**src/rtl/accum5_issue.sv**
```systemverilog
// accum5_issue: operation issue stage in front of the 4-bit accumulator/ALU.
// Buffers host requests in a small FIFO, rejects illegal mode codes, drives
// one operation at a time onto the ALU inputs, waits LAT edges, then captures
// the ALU result and offers it on a valid/ready output.
//
// Ports:
//   Clk, nReset            clock, asynchronous active-low reset
//   in_valid/in_ready      host request handshake (in_ready = FIFO not full)
//   in_a, in_b, in_m, in_cin  request operands, mode code, carry-in
//   alu_a, alu_b, alu_m, alu_cin  registered drive to the ALU
//   alu_r, alu_of          ALU result and flag
//   out_valid/out_ready    result handshake; out_r, out_of captured result
//   level                  FIFO occupancy
//   ill_cnt                saturating count of rejected illegal-mode pushes
module accum5_issue #(
  parameter int unsigned W     = 4,
  parameter int unsigned DEPTH = 4,
  parameter int unsigned LAT   = 1
) (
  input  logic         Clk,
  input  logic         nReset,
  input  logic         in_valid,
  output logic         in_ready,
  input  logic [W-1:0] in_a,
  input  logic [W-1:0] in_b,
  input  logic [3:0]   in_m,
  input  logic         in_cin,
  output logic [W-1:0] alu_a,
  output logic [W-1:0] alu_b,
  output logic [3:0]   alu_m,
  output logic         alu_cin,
  input  logic [W-1:0] alu_r,
  input  logic         alu_of,
  output logic         out_valid,
  input  logic         out_ready,
  output logic [W-1:0] out_r,
  output logic         out_of,
  output logic [3:0]   level,
  output logic [7:0]   ill_cnt
);

  localparam int unsigned PW    = (DEPTH > 1) ? $clog2(DEPTH) : 1;
  localparam int unsigned EW    = 2 * W + 5;
  localparam logic [3:0]  M_MAX = 4'd5;

  typedef enum logic [1:0] {S_IDLE, S_WAIT, S_HOLD} state_t;

  state_t        state, state_next;
  logic [EW-1:0] mem [DEPTH];
  logic [PW-1:0] wr_ptr, rd_ptr;
  logic [2:0]    cnt, cnt_next;
  logic          push, illegal, pop, capture, retire;

  logic [W-1:0]  head_a, head_b;
  logic [3:0]    head_m;
  logic          head_cin;

  // Full check uses registered occupancy only; a same-cycle pop does not help.
  assign in_ready = (level != 4'(DEPTH));
  assign push     = in_valid & in_ready & (in_m <= M_MAX);
  assign illegal  = in_valid & in_ready & (in_m > M_MAX);

  assign {head_a, head_b, head_m, head_cin} = mem[rd_ptr];

  // State register
  always_ff @(posedge Clk or negedge nReset) begin
    if (!nReset) state <= S_IDLE;
    else         state <= state_next;
  end

  // Next-state, pop and capture decisions
  always_comb begin
    state_next = state;
    cnt_next   = cnt;
    pop        = 1'b0;
    capture    = 1'b0;
    retire     = 1'b0;
    case (state)
      S_IDLE: begin
        if (level != 4'd0) begin
          pop        = 1'b1;
          cnt_next   = 3'(LAT);
          state_next = S_WAIT;
        end
      end
      S_WAIT: begin
        cnt_next = cnt - 3'd1;
        if (cnt == 3'd1) begin
          capture    = 1'b1;
          state_next = S_HOLD;
        end
      end
      S_HOLD: begin
        if (out_ready) begin
          retire = 1'b1;
          if (level != 4'd0) begin
            pop        = 1'b1;
            cnt_next   = 3'(LAT);
            state_next = S_WAIT;
          end else begin
            state_next = S_IDLE;
          end
        end
      end
      default: state_next = S_IDLE;
    endcase
  end

  // FIFO storage; flushed logically by the pointer/level reset
  always_ff @(posedge Clk) begin
    if (push) mem[wr_ptr] <= {in_a, in_b, in_m, in_cin};
  end

  // Pointers, occupancy, ALU drive, result capture, illegal counter
  always_ff @(posedge Clk or negedge nReset) begin
    if (!nReset) begin
      wr_ptr    <= '0;
      rd_ptr    <= '0;
      level     <= '0;
      cnt       <= '0;
      alu_a     <= '0;
      alu_b     <= '0;
      alu_m     <= '0;
      alu_cin   <= 1'b0;
      out_valid <= 1'b0;
      out_r     <= '0;
      out_of    <= 1'b0;
      ill_cnt   <= '0;
    end else begin
      cnt   <= cnt_next;
      level <= level + 4'(push) - 4'(pop);
      if (push) wr_ptr <= wr_ptr + PW'(1);
      if (pop) begin
        rd_ptr  <= rd_ptr + PW'(1);
        alu_a   <= head_a;
        alu_b   <= head_b;
        alu_m   <= head_m;
        alu_cin <= head_cin;
      end
      if (capture) begin
        out_r     <= alu_r;
        out_of    <= alu_of;
        out_valid <= 1'b1;
      end else if (retire) begin
        out_valid <= 1'b0;
      end
      if (illegal && (ill_cnt != 8'hFF)) ill_cnt <= ill_cnt + 8'd1;
    end
  end

endmodule

```
**config.mk**
```make
export PLATFORM = sky130hd
export DESIGN_NAME = accum5_issue
export DESIGN_NICKNAME = d
export VERILOG_FILES = /design/src/rtl/accum5_issue.sv
export SDC_FILE = /design/constraint.sdc
export NUM_CORES = 1
export LEC_CHECK = 0
export ABC_AREA = 1
export BUFFER_PORTS_ARGS = -buffer_cell sky130_fd_sc_hd__buf_2
export CAP_MARGIN = 20
export CORE_MARGIN = 2
export CORE_UTILIZATION = 55
export CTS_BUF_LIST = sky130_fd_sc_hd__clkbuf_16
export CTS_CLUSTER_DIAMETER = 30
export DETAILED_ROUTE_END_ITERATION = 16
export MAX_ROUTING_LAYER = met4
export PLACE_DENSITY = 0.86
export SYNTH_ARGS = -nofsm -noshare
export SYNTH_HDL_FRONTEND = slang
export SYNTH_SLANG_ARGS = --single-unit
```
**constraint.sdc**
```tcl
create_clock -name Clk -period 7.1 [get_ports Clk]
set_clock_uncertainty 0.15 [all_clocks]
set_input_delay 1.42 -clock Clk [delete_from_list [all_inputs] [get_ports Clk]]
set_output_delay 1.42 -clock Clk [all_outputs]
set_load 0.1 [all_outputs]
```
==> impl_metrics.tcl <==
set metrics [dict create \
    grtUsageMet3 0.0427 \
    worstReg2RegEnd "level[2]" \
    yosysMostFrequentCell "nand2_1" \
    via_per_inst 5.14 \
    synth_cells 397 \
    hold_path.class "reg -> reg" \
    core_mm2 0.00718 \
    cts_made_buffers 9 \
    post_cts_buffers 0 \
    wire_per_inst_um 14.3 \
    layout_min_cycle_time_ns 3.12 \
    firstDrtPassIters 5 \
    critical_path_class "reg -> out" \
    cts-resized-gates 0 \
    cp-endpoint "in_ready" \
    r2r_setup_slack_ns 4.59 \
    relSlewSlack 0.373 \
    route.detailed.drc 0 \
    cp_cell_sequence "nor2_1, nand2_1, buf_2" \
    met1_usage 0.276 \
    crit_path_top_delay_cell "dfrtp_1" \
    io_pins 54 \
    setup_tns_ns 0 \
    overflow 0 \
    drtIter0Drc 181 \
    synth_commonest_cells "nand2_1 (115), nor2_1 (64), edfxtp_1 (52)" \
    track_usage 0.218 \
    drive_gt1_frac 0.189 \
    rsz0062_at_grt "no" \
    yosysWarningCount 0 \
    finalHoldViolations 0 \
    async_flop_share 0.435 \
    report.final.slew_viol_count 0 \
    dieArea_mm2 0.00806 \
    ys_types 27 \
    drt-total-wl_um 8020 \
    gp_congestion 0.850 \
    initial_core_util 0.564 \
    rows 31 \
    ys_seq_elements 92 \
    area_delta_synth_final_pct 15.8 \
    r2r-start "level[1]" \
    nets 492 \
    setup_viol 0 \
    avgSynthCellArea_um2 10.2 \
    synth_fp_nets 433 \
    grt_pass1_wl_um 13400 \
    vias 2876 \
    die_w_um 89.8 \
    synth_area_mm2 0.00405 \
    dp_slack_ns 3.60 \
    cp-end-kind "output port" \
    cts_hold_buf 0 \
    crit_start "level[1]" \
    die_y_um 89.8 \
    grt_use_met2 0.348 \
    synth-main-ff-cell "edfxtp_1" \
    grt_pass1_vias 2857 \
    fin_crit_sh 0.439 \
    critPathMaxFanout 5 \
    cts.sinks 92 \
    ys_seq_area_frac 0.633 \
    cts.htree.levels 3 \
    tightest_slew_ns 0.941 \
    crit_path_start_kind "flop" \
    cp.required_ns 5.53 \
    antenna_found_initial 0 \
    port_buffers 53 \
    antenna_cells 0 \
    synth_edf_count 52 \
    synth_top_area_cell "edfxtp_1" \
    grt_max_degree 41 \
    fin_ws_ns 3.98 \
    yosys-top-cells-area "edfxtp_1 (39%), dfrtp_1 (25%), nand2_1 (11%)" \
    cp.arrival_ns 1.55 \
    clock_path_buffers 2 \
    busiest_layer "met2" \
    status "complete, no violations" \
    final_antenna_net_count 0 \
    tritoncts "yes" \
    reg2reg_depth 10 \
    clk_pin_slew_ns 0.06 \
    synth_top_area_share 0.386 \
    insertion_delay_ns 0.34 \
    root_buffer "clkbuf_16" \
    cpPeakStageDelay_ns 0.46 \
    drv_cap 0 \
    hpwl_um 5250 \
    timing.fmax_mhz 321 \
    whs_ns 0.316 \
]
placed cells by master (no fill, tap or decap), types with 2 or more instances in the layout:
cell type  instances
a21oi_1            2
buf_2             53
buf_6              4
clkbuf_16          9
clkinv_2           3
dfrtp_1           40
edfxtp_1          52
ha_1              13
inv_1             30
inv_2              3
inv_4              2
nand2_1          115
nand2_2            2
nand3_1           18
nor2_1            64
nor2_4             4
o21ai_0           25
o21ai_1            7
xnor2_1            2
xor2_1             4
per-stage QoR:
step	instance area, um^2	std cells	util
floorplan	4050	397	-
global placement	4380	540	0.610
detailed placement	4380	540	0.610
CTS	4640	556	0.647
global route	4690	560	0.653
finish	4690	560	0.653
cell families after synthesis:
logic type / after synthesis / synth area share
and+or+nand+nor: 208 / 0.219
DFF: 92 / 0.633
buffers and inverters: 42 / 0.0464
AOI/OAI and AO/OA: 35 / 0.0439
adders and majority gates: 14 / 0.0451
xor gates and xnor gates: 6 / 0.0130
worst min path at each step:
stage | startpoint | end | cells after the start
after floorplan | cnt[0] | cnt[0] | 2
after CTS | out_r[2] | out_r[2] | 2
after detailed placement | out_r[2] | out_r[2] | 2
after global placement | out_r[1] | out_r[1] | 2
after global routing | out_r[2] | out_r[2] | 2
final | out_r[0] | out_r[0] | 2
state kept, by name, summed over array words and instances, names as in the netlist:
name and count:
mem 52, ill_cnt 8, alu_a 4, alu_b 4, alu_m 4, level 4, out_r 4, cnt 3
rd_ptr 2, state 2, wr_ptr 2, alu_cin 1, out_of 1, out_valid 1
layer usage:
metal / share of wire / up-vias
met1: 0.43 / 1357
met5: 0 / -
li1: - / 1396
met4: 0.032 / 0
met3: 0.051 / 23
met2: 0.48 / 100
critical path, delay by kind of cell (launching register included):
kind | cells | cell delay (ns)
AND/OR/NAND/NOR | 2 | 0.42
buffers and inverters | 1 | 0.32
flip-flops | 1 | 0.46
layout make-up:
cell class | count | area, um^2
flip-flops and latches | 92 | 2560
fillers | 507 | 2490
multi-input cells | 263 | 1300
repair buffers | 57 | 310
clock buffers | 9 | 225
inverters | 33 | 126
well taps | 99 | 124
clock inverters | 7 | 42.5
Power is left out: the tool's default activity adds up to more than one toggle a clock period on the data nets, which glitch-free logic cannot reach.
